==> config.mk <==
export PLATFORM = sky130hd
export DESIGN_NAME = seqdec_byte_ser
export DESIGN_NICKNAME = d
export VERILOG_FILES = /design/src/rtl/seqdec_pkg.sv /design/src/rtl/seqdec_sync_fifo.sv /design/src/rtl/seqdec_byte_ser.sv
export SDC_FILE = /design/constraint.sdc
export NUM_CORES = 1
export LEC_CHECK = 0
export ABC_AREA = 1
export CORE_UTILIZATION = 35
export DETAILED_ROUTE_END_ITERATION = 10
export GPL_ROUTABILITY_DRIVEN = 0
export HOLD_SLACK_MARGIN = 0.02
export SLEW_MARGIN = 5
export SYNTH_ARGS = -nofsm -noshare
export SYNTH_HDL_FRONTEND = slang
export SYNTH_SLANG_ARGS = --single-unit
export TNS_END_PERCENT = 10
==> constraint.sdc <==
create_clock -name Clk -period 3.2 [get_ports Clk]
set_input_delay 0.64 -clock Clk [delete_from_list [all_inputs] [get_ports Clk]]
set_output_delay 0.64 -clock Clk [all_outputs]
set_load 0.005 [all_outputs]
==> src/rtl/seqdec_pkg.sv <==
// Shared definitions for the seqdec_28 detector and its byte serializer front end.
package seqdec_pkg;

  localparam int BYTE_W = 8;

  // Pattern recognised by the downstream seqdec_28 detector.
  localparam logic [BYTE_W-1:0] SEQ_PATTERN = 8'h28;

  typedef enum logic [0:0] {
    IDLE  = 1'b0,
    SHIFT = 1'b1
  } ser_state_t;

endpackage

==> src/rtl/seqdec_sync_fifo.sv <==
// Single-clock FIFO with wrap-bit pointers; occupancy is the pointer difference.
module seqdec_sync_fifo #(
  parameter int WIDTH = 8,
  parameter int DEPTH = 4
) (
  input  logic                     Clk,
  input  logic                     Reset,
  input  logic                     push,
  input  logic [WIDTH-1:0]         wdata,
  input  logic                     pop,
  output logic [WIDTH-1:0]         rdata,
  output logic                     full,
  output logic                     empty,
  output logic [$clog2(DEPTH):0]   count
);

  localparam int AW = $clog2(DEPTH);

  logic [WIDTH-1:0] mem [DEPTH];
  logic [AW:0]      wptr;
  logic [AW:0]      rptr;
  logic             do_push;
  logic             do_pop;

  // The extra pointer bit tells full from empty when the index bits match.
  assign count   = wptr - rptr;
  assign full    = (count == (AW + 1)'(DEPTH));
  assign empty   = (count == '0);
  assign do_push = push && !full;
  assign do_pop  = pop && !empty;
  assign rdata   = mem[rptr[AW-1:0]];

  always_ff @(posedge Clk) begin
    if (Reset) begin
      wptr <= '0;
      rptr <= '0;
    end else begin
      if (do_push) wptr <= wptr + (AW + 1)'(1);
      if (do_pop)  rptr <= rptr + (AW + 1)'(1);
    end
  end

  always_ff @(posedge Clk) begin
    if (do_push && !Reset) mem[wptr[AW-1:0]] <= wdata;
  end

endmodule

==> src/rtl/seqdec_byte_ser.sv <==
// Byte-to-bit serializer feeding the seqdec_28 detector: buffered bytes leave
// MSB-first, one bit per clock, with no gap between consecutive bytes.
module seqdec_byte_ser
  import seqdec_pkg::*;
#(
  parameter int DEPTH = 4
) (
  input  logic                   Clk,
  input  logic                   Reset,
  input  logic [BYTE_W-1:0]      DataIn,
  input  logic                   InValid,
  output logic                   InReady,
  output logic                   SerOut,
  output logic                   SerValid,
  output logic                   Busy,
  output logic [$clog2(DEPTH):0] Level
);

  localparam logic [0:0] ST_IDLE  = IDLE;
  localparam logic [0:0] ST_SHIFT = SHIFT;

  logic [0:0]            state;
  logic [BYTE_W-1:0]     shreg;
  logic [2:0]            bitcnt;
  logic [BYTE_W-1:0]     fifo_rdata;
  logic                  fifo_full;
  logic                  fifo_empty;
  logic [$clog2(DEPTH):0] fifo_count;
  logic                  push;
  logic                  load;

  assign push = InValid && !fifo_full;

  // A new byte is taken either from idle or on the last bit of the current one,
  // which is what keeps back-to-back bytes gapless.
  assign load = !fifo_empty && ((state == ST_IDLE) || (bitcnt == 3'd7));

  seqdec_sync_fifo #(
    .WIDTH (BYTE_W),
    .DEPTH (DEPTH)
  ) u_fifo (
    .Clk   (Clk),
    .Reset (Reset),
    .push  (push),
    .wdata (DataIn),
    .pop   (load),
    .rdata (fifo_rdata),
    .full  (fifo_full),
    .empty (fifo_empty),
    .count (fifo_count)
  );

  always_ff @(posedge Clk) begin
    if (Reset) begin
      state  <= ST_IDLE;
      shreg  <= '0;
      bitcnt <= '0;
    end else if (state == ST_IDLE) begin
      if (load) begin
        state  <= ST_SHIFT;
        shreg  <= fifo_rdata;
        bitcnt <= '0;
      end
    end else if (bitcnt != 3'd7) begin
      shreg  <= {shreg[BYTE_W-2:0], 1'b0};
      bitcnt <= bitcnt + 3'd1;
    end else if (load) begin
      shreg  <= fifo_rdata;
      bitcnt <= '0;
    end else begin
      state <= ST_IDLE;
    end
  end

  assign InReady  = !fifo_full;
  assign SerValid = (state == ST_SHIFT);
  assign SerOut   = (state == ST_SHIFT) && shreg[BYTE_W-1];
  assign Busy     = (state == ST_SHIFT) || !fifo_empty;
  assign Level    = fifo_count;

endmodule

### Yosys cells after proc, flatten, opt, wreduce, memory -nomap -nowiden

Memory sizes are Yosys's and may differ from the RTL's. A register that Yosys moved wholly into a read port is not among the register bits.
Index checks and enable logic that the tools add are counted.
Widths: inputs -> output; s select.

| cells by class | value |
|---|---|
| add/subtract/negate cells | 4 |
| multiply operators | 0 |
| div/mod/pow operators | 0 |
| magnitude comparators | 0 |
| eq/ne operators | 3 |
| shift operators | 0 |
| mux-type cells | 13 |
| bitwise logic cells | 1 |
| reduce and logical (&&, ||, !) cells | 12 |

Operators by type and width:

| cell | count |
|---|---|
| $mux 8 | 3 |
| $add 3x1->3 const B | 3 |
| $mux 3 | 3 |
| $eq 3x3->1 const B | 2 |
| $logic_and 1x1->1 | 6 |
| $mux 1 | 5 |
| $mux 2 | 2 |
| $logic_not 1->1 | 3 |
| $logic_not 3->1 | 1 |
| $ne 3x3->1 const B | 1 |
| $sub 3x3->3 | 1 |
| $logic_or 1x1->1 | 2 |
| $not 1->1 | 1 |

| storage, ports and cells | value |
|---|---|
| register bits after elaboration | 18 |
| bits in latches | 0 |
| RAM bits | 32 |
| ROM bits | 0 |
| input bits | 11 |
| output and inout port bits | 7 |
| word-level logic and storage cells | 39 |
| memories kept | 1 |

Memory list:

| memory | depth | width | rd ports | clocked after memory_dff | write ports | line | text |
|---|---|---|---|---|---|---|---|
| u_fifo.mem | 4 | 8 | 1 | 1 | 1 | seqdec_sync_fifo.sv:19 | `logic [WIDTH-1:0] mem [DEPTH];` |

### Longest topological paths before layout

| depth | value |
|---|---|
| depth in word-level cells | 8 |
| depth in mapped cells | 12 |
| gate-level depth less buffers | 12 |

### Cells and area by module

A second synthesis with hierarchy kept.

| unflattened totals | value |
|---|---|
| cell total of the unflattened synthesis | 249 |
| area, all modules | 2327.2 um^2 |

Modules (own cells, without submodules):

| module | times used | cells an instance | area each (um^2) | seq. area each (um^2) |
|---|---|---|---|---|
| seqdec_sync_fifo | 1 | 155 | 1711.6 | 1121.1 |
| seqdec_byte_ser | 1 | 94 | 615.6 | 240.2 |

### Worst setup path after synthesis

Ideal clock, no wire load.

| path | value |
|---|---|
| path kind | reg-to-reg |
| from | register u_fifo.wptr[0] |
| to | memory u_fifo.mem[0][0] (enable) |
| setup time | 0.371 ns |
| arrival time | 2.012 ns |
| required time | 2.829 ns |
| path slack | 0.817 ns |
| cell stages (with the launch flop) | 13 |
| path buffers | 0 |
| period minus slack after synthesis | 2.383 ns |
| path through | dfxtp_1 > inv_1 > ha_1 > fa_1 > inv_1 > nand2_1 > nand2_1 > nand2_2 > nand3_2 > nand2_2 > inv_2 > nand2_2 > nor2_1 |

| between the ends | value |
|---|---|
| longest elaborated chain between the ends | 8 |

Ends and longest elaborated chain:

| item | line | text |
|---|---|---|
| start: declaration | seqdec_sync_fifo.sv:20 | `logic [AW:0] wptr;` |
| start signal: assignment | seqdec_sync_fifo.sv:38 | `if (do_push) wptr <= wptr + (AW + 1)'(1);` |
| $sub 3x3->3 (*) | seqdec_sync_fifo.sv:26 | `assign count = wptr - rptr;` |
| $eq 3x3->1 (*) | seqdec_sync_fifo.sv:27 | `assign full = (count == (AW + 1)'(DEPTH));` |
| $logic_not 1->1 (*) | -- |  |
| via InReady | seqdec_byte_ser.sv:12 | `output logic InReady,` |
| $logic_and 1x1->1 | seqdec_byte_ser.sv:32 | `assign push = InValid && !fifo_full;` |
| $logic_and 1x1->1 (*) | seqdec_sync_fifo.sv:29 | `assign do_push = push && !full;` |
| $logic_and 1x1->1 (*) | seqdec_sync_fifo.sv:44 | `if (do_push && !Reset) mem[wptr[AW-1:0]] <= wdata;` |
| $mux 1 (*) | seqdec_sync_fifo.sv:44 |  |
| $mux 1 (not written as such) (*) | seqdec_sync_fifo.sv:44 |  |
| end: declaration | seqdec_sync_fifo.sv:19 |  |

Mark *: on every way through the listed nets, which the timed path passes. The rest lies on a longest branch.

### Worst setup path in the final report

| path | value |
|---|---|
| from | register u_fifo.wptr[0] |
| to | output Busy |

| between the ends | value |
|---|---|
| longest elaborated chain between the ends | 4 |

Ends and longest elaborated chain:

| item | line | text |
|---|---|---|
| $sub 3x3->3 | seqdec_sync_fifo.sv:26 |  |
| $logic_not 3->1 | seqdec_sync_fifo.sv:28 | `assign empty = (count == '0);` |
| $logic_not 1->1 | seqdec_byte_ser.sv:78 | `assign Busy = (state == ST_SHIFT) \|\| !fifo_empty;` |
| $logic_or 1x1->1 | seqdec_byte_ser.sv:78 |  |
| end: declaration | seqdec_byte_ser.sv:15 | `output logic Busy,` |

No other way between the ends.

==> impl_metrics.json <==
{
  "clk-insertion-delay-late_ns": 0.31,
  "async_reset_ff_share_pct": 0,
  "die_w_um": 83.7,
  "grt_pass1_vias": 1516,
  "fin_util_pct": 43.0,
  "fin_nets": 288,
  "yosys.cell_count.top_type": "nor2_1",
  "worstPathMaxFanout": 8,
  "grt_first_pass_wirelength_um": 7040,
  "drt_iter0_markers": 52,
  "yosys_warnings": 0,
  "clkSinkCount": 52,
  "grt_overflow": 0,
  "via_count": 1654,
  "rsz0062_at_grt": "false",
  "root_buffer": "clkbuf_8",
  "fp.dieArea_um2": 7010,
  "area_growth_pct": 17.5,
  "synth_edf_count": 32,
  "dp_cells": 333,
  "routed_wl_um": 4240,
  "finalCritPeriodShare_pct": 94.3,
  "synth.avg_cell_area_um2": 9.74,
  "routedWlPerCell_um": 12.3,
  "leakagePower_uw": 0.00111,
  "status": "finished, final reports clean",
  "internal_power_uw": 1430,
  "layout_min_cycle_time_ns": 3.02,
  "die_h_um": 83.7,
  "p_sw_share_pct": 38.5,
  "setup_violations": 0,
  "netlist.area_leader.share_pct": 41.1,
  "cts.path.max_buffers": 2,
  "p_clk_share_pct": 16.7,
  "required_ns": 2.56,
  "pwr-share-comb_pct": 44.1,
  "fill_cells": 623,
  "max_slew_margin_pct": 63.0,
  "synthTopCellsByCount": "nor2_1, edfxtp_1, nand2_1",
  "hold_violations": 0,
  "cts_max_level": 2,
  "powerDensity_nw_per_um2": 843,
  "ir_worst_vdd_mv": 0.346,
  "skew_ns": 0.0150,
  "rows": 29,
  "path_clk_slew_ns": 0.10,
  "antenna_cells": 0,
  "worstPathArrival_ns": 2.38,
  "p_switching_uw": 893,
  "critPathKind": "flop to output pin",
  "worst_hold_path_type": "flop to flop",
  "first_pass_iters": 4,
  "ant_nets": 0,
  "finalNonFillerCells": 346,
  "portBuffers": 17,
  "grt_usage_pct": 12.8,
  "finalSetupTns_ns": 0,
  "grt_max_degree": 19,
  "core_um2": 6390,
  "post_route_cells_drive_above_1_share_pct": 14.9,
  "hpwlAfterDp_um": 2890,
  "antenna_found_initial": 0,
  "syn-num-nets": 260,
  "hold_ws_ns": 0.476,
  "syn_area_um2": 2340,
  "r2r_cells": 13,
  "synth.distinct_cells": 26,
  "drc": 0,
  "cap_viol_max_count": 0,
  "endpoint_kind": "output pin",
  "numCtsBuffers": 5,
  "synth_area_leader_cell": "edfxtp_1",
  "hold_buffers": 0,
  "vias_per_cell": 4.78,
  "syn_inst": 240,
  "ys_top_cells_by_area": "edfxtp_1, dfxtp_1, nor2_1",
  "ys_seq_elements": 52,
  "critPathLaunchType": "flop",
  "whs_path_depth": 1,
  "start_util_pct": 36.6,
  "cts_tree": "done",
  "fmax_mhz": 331,
  "final_max_slew_viol_count": 0,
  "synth_ff_type": "edfxtp_1",
  "ys_seq_area_share_pct": 58.2,
  "ios": 18,
  "tightest_slew_ns": 0.554,
  "seqPwrFrac_pct": 39.2
}
-- placed cells by master (no fill, tap or decap), drive strengths merged --
| cell | n |
|---|---|
| clkdlybuf4s50 | 17 |
| a21oi | 11 |
| clkbuf | 5 |
| clkinvlp | 1 |
| inv | 32 |
| o22ai | 7 |
| nand4 | 9 |
| nand3b | 2 |
| xor2 | 2 |
| nand2 | 37 |
| dfxtp | 20 |
| nor2 | 44 |
| o21ai | 16 |
| nand3 | 13 |
| fa | 1 |
| buf | 12 |
| edfxtp | 32 |
| ha | 8 |
-- per-stage QoR --
step           cell area (um2)  worst slack, ns  power [uW]
2_1_floorplan             2340            0.817        1600
3_3_place_gp              2610            0.416        1880
3_5_place_dp              2610            0.360        1890
4_1_cts                   2710          0.00981        2280
5_1_grt                   2750           0.0372        2500
6_report                  2750            0.183        2320
-- state kept, by name, summed over array words and instances (netlist names), named ones only --
signal and count:
SerValid 1, u_fifo.rptr 3, bitcnt 3, u_fifo.mem 32, u_fifo.wptr 3, shreg 8
-- final timing paths --
check / from / endpoint / slack [ns]
min: bitcnt[0]$_SDFF_PP0_ / bitcnt[0]$_SDFF_PP0_ / 0.48
min reg2reg: bitcnt[0]$_SDFF_PP0_ / bitcnt[0]$_SDFF_PP0_ / 0.48
max reg2reg: u_fifo.wptr[0]$_SDFFE_PP0P_ / u_fifo.mem[1][4]$_DFFE_PP_ / 0.82
max: u_fifo.wptr[0]$_SDFFE_PP0P_ / Busy / 0.18
-- critical path, stage by stage, from the launching register on --
cell             delay [ns]
dfxtp_2                0.38
inv_1                  0.08
ha_1                   0.19
fa_1                   0.42
inv_1                  0.11
nand2_1                0.08
nand2_1                0.09
nand2_2                0.08
nand2_4                0.13
nand3_1                0.07
clkdlybuf4s50_1        0.44
-- kinds of logic after synthesis --
kind of cell	share of synthesized area [%]
buffers and inverters	6.79
XOR/XNOR	0.749
adder cells (fa/ha/maj)	5.14
flip-flops	58.2
AND/OR/NAND/NOR	21.3
AO/OA/AOI/OAI	7.81
-- power groups by stage --
stage | sequential [uW] | clock, uW | combinational, uW
after floorplan | 888 | 0 | 714
after global placement | 922 | 0 | 956
after detailed placement | 926 | 0 | 961
after CTS | 910 | 401 | 965
after global routing | 925 | 427 | 1150
final | 910 | 387 | 1020
-- timing repair --
| item | 4_1_cts | 5_1_grt |
|---|---|---|
| setup endpoints to repair | 0 | 3 |
| setup buffers | 0 | 5 |
| resized for setup | 0 | 2 |
-- metal layers --
metal	vias up	GRT usage (%)	wire, um
li1	860	-	-
met1	757	16.6	1970
met2	30	21.1	2090
met3	7	2.18	117
met4	0	5.70	65
met5	-	0	0
-- cell type report --
type / instances / area [um2] / area share [%]
clock inverters: 3 / 25.0 / 0.910
repair buffers: 29 / 260 / 9.47
clock buffers: 5 / 68.8 / 2.50
well taps: 77 / 96.3 / 3.50
multi-input cells: 150 / 823 / 29.9
inverters: 30 / 113 / 4.10
flip-flops and latches: 52 / 1360 / 49.6
(Power assumes the default switching activity.)
